File: config.mk
export PLATFORM = sky130hd
export DESIGN_NAME = uart_echo_buffer
export DESIGN_NICKNAME = d
export VERILOG_FILES = /design/src/rtl/uart_pkg.sv /design/src/rtl/sync_fifo.sv /design/src/rtl/uart_echo_buffer.sv
export SDC_FILE = /design/constraint.sdc
export NUM_CORES = 1
export LEC_CHECK = 0
export CAP_MARGIN = 20
export CORE_MARGIN = 2
export CORE_UTILIZATION = 60
export DETAILED_ROUTE_END_ITERATION = 12
export PLACE_DENSITY = 0.79
export REMOVE_ABC_BUFFERS = 1
export SLEW_MARGIN = 0
export SYNTH_ARGS = -nofsm -noshare
export SYNTH_HDL_FRONTEND = slang
export SYNTH_SLANG_ARGS = --single-unit
File: constraint.sdc
create_clock -name clk -period 3.8 [get_ports clk]
set_clock_uncertainty 0.2 [all_clocks]
set_input_delay 1.14 -clock clk [delete_from_list [all_inputs] [get_ports clk]]
set_output_delay 1.14 -clock clk [all_outputs]
set_load 0.01 [all_outputs]
File: src/rtl/uart_pkg.sv
// Shared definitions for the UART echo path: echo FSM state encoding,
// ASCII control characters used by the optional CR->CRLF expansion,
// and the baud divider for 115200 baud from a 100 MHz clock.
package uart_pkg;

    // States of the echo buffer's transmit handshake
    typedef enum logic [1:0] {
        IDLE        = 2'd0,
        SEND        = 2'd1,
        WAIT_ACCEPT = 2'd2,
        WAIT_DONE   = 2'd3
    } echo_state_t;

    localparam logic [7:0] ASCII_CR = 8'h0D;
    localparam logic [7:0] ASCII_LF = 8'h0A;

    // 100 MHz / 115200 baud, rounded
    localparam int DIVIDER_115200 = 868;

    // True when a word of the given width should get an LF appended after it
    function automatic logic is_carriage_return(input logic [7:0] word);
        return word == ASCII_CR;
    endfunction

endpackage

File: src/rtl/sync_fifo.sv
// Single-clock FIFO with a separate occupancy counter so that full and
// empty are never ambiguous.  A push while full is accepted only when a
// pop happens in the same cycle; otherwise it is ignored and the caller
// is expected to flag the drop.  The read word is presented
// combinationally at the head so a pop captures it in the same cycle.
import uart_pkg::*;

module sync_fifo #(
    parameter int DATA_WIDTH = 8,
    parameter int DEPTH      = 16
) (
    input  logic                          clk,
    input  logic                          reset_n,
    input  logic                          push,
    input  logic                          pop,
    input  logic [DATA_WIDTH-1:0]         din,
    output logic [DATA_WIDTH-1:0]         dout,
    output logic [$clog2(DEPTH+1)-1:0]    level,
    output logic                          full,
    output logic                          empty
);

    localparam int PTR_W = $clog2(DEPTH);
    localparam int LVL_W = $clog2(DEPTH + 1);

    logic [DATA_WIDTH-1:0] mem [DEPTH];
    logic [PTR_W-1:0]      wr_ptr;
    logic [PTR_W-1:0]      rd_ptr;
    logic [LVL_W-1:0]      count;
    logic                  pop_ok;
    logic                  push_ok;

    assign full    = (count == LVL_W'(DEPTH));
    assign empty   = (count == '0);
    assign pop_ok  = pop && !empty;
    assign push_ok = push && (!full || pop_ok);
    assign dout    = mem[rd_ptr];
    assign level   = count;

    // Storage array; contents need no reset because the pointers and
    // counter decide what is valid
    always_ff @(posedge clk) begin
        if (push_ok) begin
            mem[wr_ptr] <= din;
        end
    end

    // Pointers wrap naturally because DEPTH is a power of two
    always_ff @(posedge clk or negedge reset_n) begin
        if (!reset_n) begin
            wr_ptr <= '0;
            rd_ptr <= '0;
        end else begin
            if (push_ok) begin
                wr_ptr <= wr_ptr + PTR_W'(1);
            end
            if (pop_ok) begin
                rd_ptr <= rd_ptr + PTR_W'(1);
            end
        end
    end

    // Occupancy counter: a simultaneous push and pop leaves it unchanged
    always_ff @(posedge clk or negedge reset_n) begin
        if (!reset_n) begin
            count <= '0;
        end else begin
            case ({push_ok, pop_ok})
                2'b10:   count <= count + LVL_W'(1);
                2'b01:   count <= count - LVL_W'(1);
                default: count <= count;
            endcase
        end
    end

endmodule

File: src/rtl/uart_echo_buffer.sv
// Buffered echo path between uart_receive and uart_transmit.  Received
// words are queued in a sync_fifo and handed to the transmitter one at a
// time through a send/ready handshake, so nothing is lost while the
// transmitter is busy.  Words arriving while the FIFO is full (and no pop
// frees a slot that cycle) are dropped and set a sticky overflow flag.
//
// Optional build macro UART_ECHO_CRLF_EN: when defined and DATA_WIDTH is
// 8, every transmitted CR is followed by an inserted LF that does not
// come from the FIFO.  When undefined, words are echoed verbatim.
import uart_pkg::*;

module uart_echo_buffer #(
    parameter int DATA_WIDTH = 8,
    parameter int DEPTH      = 16
) (
    input  logic                          clk,
    input  logic                          reset_n,
    input  logic [DATA_WIDTH-1:0]         rx_data,
    input  logic                          rx_ready,
    input  logic                          tx_ready,
    input  logic                          clear_overflow,
    output logic [DATA_WIDTH-1:0]         tx_data,
    output logic                          tx_send,
    output logic [$clog2(DEPTH+1)-1:0]    level,
    output logic                          overflow
);

    echo_state_t           state;
    echo_state_t           state_next;
    logic                  fifo_pop;
    logic [DATA_WIDTH-1:0] fifo_dout;
    logic                  fifo_full;
    logic                  fifo_empty;
    logic                  drop;

`ifdef UART_ECHO_CRLF_EN
    localparam bit CRLF_ACTIVE = (DATA_WIDTH == 8);
    logic lf_pending;
    logic load_lf;
`endif

    sync_fifo #(
        .DATA_WIDTH (DATA_WIDTH),
        .DEPTH      (DEPTH)
    ) u_fifo (
        .clk     (clk),
        .reset_n (reset_n),
        .push    (rx_ready),
        .pop     (fifo_pop),
        .din     (rx_data),
        .dout    (fifo_dout),
        .level   (level),
        .full    (fifo_full),
        .empty   (fifo_empty)
    );

    // A word is lost only when the FIFO is full and nothing leaves it
    assign drop = rx_ready && fifo_full && !fifo_pop;

    // FSM state register
    always_ff @(posedge clk or negedge reset_n) begin
        if (!reset_n) begin
            state <= IDLE;
        end else begin
            state <= state_next;
        end
    end

    // Handshake sequencing: pop in IDLE, strobe in SEND, then follow the
    // transmitter's ready line down and back up
    always_comb begin
        state_next = state;
        fifo_pop   = 1'b0;
        tx_send    = 1'b0;
`ifdef UART_ECHO_CRLF_EN
        load_lf    = 1'b0;
`endif
        case (state)
            IDLE: begin
                if (!fifo_empty && tx_ready) begin
                    fifo_pop   = 1'b1;
                    state_next = SEND;
                end
            end
            SEND: begin
                tx_send    = 1'b1;
                state_next = WAIT_ACCEPT;
            end
            WAIT_ACCEPT: begin
                if (!tx_ready) begin
                    state_next = WAIT_DONE;
                end
            end
            WAIT_DONE: begin
                if (tx_ready) begin
`ifdef UART_ECHO_CRLF_EN
                    if (lf_pending) begin
                        load_lf    = 1'b1;
                        state_next = SEND;
                    end else begin
                        state_next = IDLE;
                    end
`else
                    state_next = IDLE;
`endif
                end
            end
            default: begin
                state_next = IDLE;
            end
        endcase
    end

    // Transmit word register, held steady for the whole handshake
    always_ff @(posedge clk or negedge reset_n) begin
        if (!reset_n) begin
            tx_data <= '0;
        end else if (fifo_pop) begin
            tx_data <= fifo_dout;
`ifdef UART_ECHO_CRLF_EN
        end else if (load_lf) begin
            tx_data <= DATA_WIDTH'(ASCII_LF);
`endif
        end
    end

`ifdef UART_ECHO_CRLF_EN
    // Remember that the word just popped was a CR so an LF follows it
    always_ff @(posedge clk or negedge reset_n) begin
        if (!reset_n) begin
            lf_pending <= 1'b0;
        end else if (fifo_pop) begin
            lf_pending <= CRLF_ACTIVE && is_carriage_return(8'(fifo_dout));
        end else if (load_lf) begin
            lf_pending <= 1'b0;
        end
    end
`endif

    // Sticky overflow: a drop in the same cycle as a clear keeps it set
    always_ff @(posedge clk or negedge reset_n) begin
        if (!reset_n) begin
            overflow <= 1'b0;
        end else if (drop) begin
            overflow <= 1'b1;
        end else if (clear_overflow) begin
            overflow <= 1'b0;
        end
    end

endmodule

==> metrics.md <==
| Metric | Value |
|---|---|
| Result of the run | complete, no violations |
| Register bit total from synthesis | 152 |
| Pins over their slew limit | 0 |
| DRC violation count after routing | 0 |
| TritonCTS Buffers | 17 |
| DR iter-0 viols | 162 |
| Post-DRT Antenna Nets | 0 |
| Average via count per standard cell | 5.97 |
| H-tree levels | 4 |
| TritonCTS clock tree | yes |
| Number of nets in the finished design | 401 |
| Avg WL per Cell | 21.4 µm |
| Setup Crit Path Kind | primary input to flip-flop |
| GRT overflow | 0 |
| Most frequent cell after synthesis | edfxtp_1 |
| Minimum clock period after layout | 3.08 ns |
| Area share of the largest cell type after synthesis | 62.0% |
| Final Setup Violations | 0 |
| Number of rows created at floorplan | 37 |
| Fraction of layout cells with a size suffix above 1 | around 20% |
| Worst endpoint data arrival time | 3.32 ns |
| Fillers | 611 |
| Worst hold path class | flip-flop to flip-flop |
| Slack of the worst reg-to-reg path | 0.84 ns |
| Endpoints failing hold | 0 |
| Leakage | 2.47 nW |
| Inserted Diodes | 0 |
| Wire length of the first global-routing pass | around 18000 µm |
| Syn Area/Cell | approximately 19 µm² |
| Area growth from synthesis to final layout | 16.1% |
| Top cells by count, synth | edfxtp_1 (128), mux4_2 (32), dfrtp_1 (24), mux2i_1 (17), and2_1 (16) |
| Worst-skew pair later-pin latency | 0.52 ns |
| Post-CTS setup-driven buffer insertion count | 0 |
| Number of clock sinks | 152 |
| Top Ports | 28 |
| Startpoint type of the worst setup path | primary input |
| Headroom to the max-slew limit | 33.1% |
| Post-synth EDFFs | 128 |
| End of the worst register-to-register path | u_fifo.level[4] |
| Total global routing track utilization | 22.5% |
| Seq. cell area | between 4000 and 5000 µm² |
| Actual slew at the worst max-slew pin | 1.00 ns |
| Biggest fanout along the worst timing path | 5 |
| Root buf cell | clkbuf_8 |
| Die outline height | 106 µm |
| Final TNS setup | 0 ns |
| Number of global-route vias before repair | 3220 |
| End point of the most critical hold path | overflow |
| Worst EP required | about 4.0 ns |
| Proportion of synthesized chip area in sequential cells | 71.7% |
| Die outline width | 106 µm |
| Type of element capturing the critical path | flip-flop |
| Number of antenna violations at the first check in global routing | 0 |
| Flip-flop cell with the highest count after synthesis | edfxtp_1 |
| Total area of multi-input combinational cells | 1660 µm² |
| Routability cong. | approximately 0.81 |
| Maximum root-to-sink buffer count | 2 |
| Routed Wire Length | 11300 µm |
| Fraction of the cycle the final worst path needs | 81.0% |
| Placed insts | 493 |
| Post-DP HPWL | ~7300 µm |
| Areal power density over the cells | about 750 nW/µm² |
| Hold buffer count at cts | 0 |
| Number of optimization iterations in the first detailed-route pass | 4 |
| Synth warnings | 0 |
| FFs w/ async S/R, synth | 15.8% |
| Number of cells traversed by the worst register-to-register path | 9 |
| WHS Path Cells | 2 |
| Count of cells resized by post-cts repair | 0 |
| Max frequency | roughly 320 MHz |
| Main area contributors after synthesis | edfxtp_1 (62%), mux4_2 (12%), dfrtp_1 (9.7%) |
| Clock edge transition at the registers on the reported setup and hold paths | around 0.060 ns |
| Max-cap violations | 0 |
| Core Footprint | 10200 µm² |
| Distinct cells, synth | 39 |
| Number of standard cells in the final layout excluding fillers | 525 |
| Cell taking the most area after synthesis | edfxtp_1 |
| Largest net degree at the start of global routing | 36 |
| Die outline area | between 10000 and 15000 µm² |
| Starting density of the core | 60.9% |
| Overall via count from detail_route | 3133 |
| Gate Count Post-Synth | 331 |
| Unrepaired setup endpoints after global routing | no |
| Port-buffer cells | 27 |
| Hold wc startpoint | overflow |
| Reg2Reg Launch Point | u_fifo.level[1] |
| Worst ir drop on vdd | 0.419 mV |
| Total standard cell area after synthesis | 6200 µm² |
## layout make-up
type / instances / share of cell area, %
multi-input combinational: 158 / 23.0
tap: 136 / 2.36
clock inverter: 10 / 1.43
clock buffer: 22 / 6.01
sequential: 152 / 61.8
timing repair buffer: 39 / 5.01
inverter: 8 / 0.417
## power by group
part | switching (W) | internal [W]
Clock | 0.000605 | 0.000925
Combinational | 0.000658 | 0.000795
Sequential | 0.000327 | 0.00207
## routing by layer
metal | vias to the layer above | track usage, % | share of wire (%)
met5 | - | 0 | 0
met4 | 0 | 7.61 | 1.0
met3 | 12 | 7.11 | 6.1
met2 | 94 | 34.7 | 49
met1 | 1620 | 30.9 | 44
li1 | 1407 | - | -
## state kept, by name, indices dropped and copies added, names as in the netlist
| signal | flops |
|---|---|
| u_fifo.level | 5 |
| u_fifo.rd_ptr | 4 |
| overflow | 1 |
| u_fifo.mem | 128 |
| u_fifo.wr_ptr | 4 |
| tx_data | 8 |
| state | 2 |
## worst max path at each step
stage,from,end,slack (ns),cells past startpoint
CTS,state[1],tx_send,0.72,3
global placement,tx_ready,u_fifo.mem[2][3],0.32,6
finish,tx_ready,u_fifo.level[4],0.72,10
global route,tx_ready,u_fifo.level[4],0.60,10
detailed placement,tx_ready,u_fifo.level[4],0.23,10
floorplan,rx_ready,u_fifo.level[4],0.76,9
## worst max-delay path, cell delays in order
cell,delay [ns]
clkdlybuf4s50_1,0.52
nand3b_1,0.12
o21bai_2,0.24
inv_1,0.09
ha_1,0.27
a31oi_1,0.18
o21ai_0,0.18
o21bai_1,0.21
o31a_1,0.24
o22ai_1,0.13
## layout by cell type (no fill, tap or decap), types with 2 or more instances in the layout
cell             count
nand4_1              3
dfrtp_1             22
dfrtp_2              2
o22ai_1              2
clkbuf_1             5
o21ai_0              5
clkinv_2             2
mux4_2              32
ha_1                12
a31oi_1              3
clkdlybuf4s50_1     27
mux2_1               2
bufinv_16            2
mux2i_1             17
and2_1              16
inv_1                8
xnor2_1              8
mux2_2               2
nor2_1              13
a21oi_1              4
clkinv_1             4
nand2_1             13
a221oi_1             8
nor3_1               3
buf_4               12
clkbuf_16           16
edfxtp_1           128
## metrics by stage
stage / cell area [µm²] / setup WS [ns] / util, % / total power [W] / hold WS (ns)
finish: 7200 / 0.722 / 70.7 / 0.00538 / 0.335
global route: 7200 / 0.601 / 70.7 / 0.00565 / 0.356
CTS: 7200 / 0.722 / 70.7 / 0.00543 / 0.343
detailed placement: 6660 / 0.232 / 65.4 / 0.00389 / 0.333
global placement: 6660 / 0.323 / 65.4 / 0.00385 / 0.327
floorplan: 6130 / 0.765 / - / 0.00332 / 0.286
## cells by family (layout without fill, tap and decap cells)
| logic type | count (synthesis) | in the layout | share of synthesized area, % |
|---|---|---|---|
| AO/OA/AOI/OAI | 28 | 28 | 3.19 |
| adder cells (fa/ha/maj) | 12 | 12 | 2.42 |
| AND/OR/NAND/NOR | 56 | 56 | 4.74 |
| flip-flops | 152 | 152 | 71.7 |
| XOR/XNOR | 9 | 9 | 1.27 |
| multiplexers | 53 | 53 | 15.1 |
| buffers and inverters | 21 | 79 | 1.61 |
No activity file was read; power rests on OpenSTA's default activity.
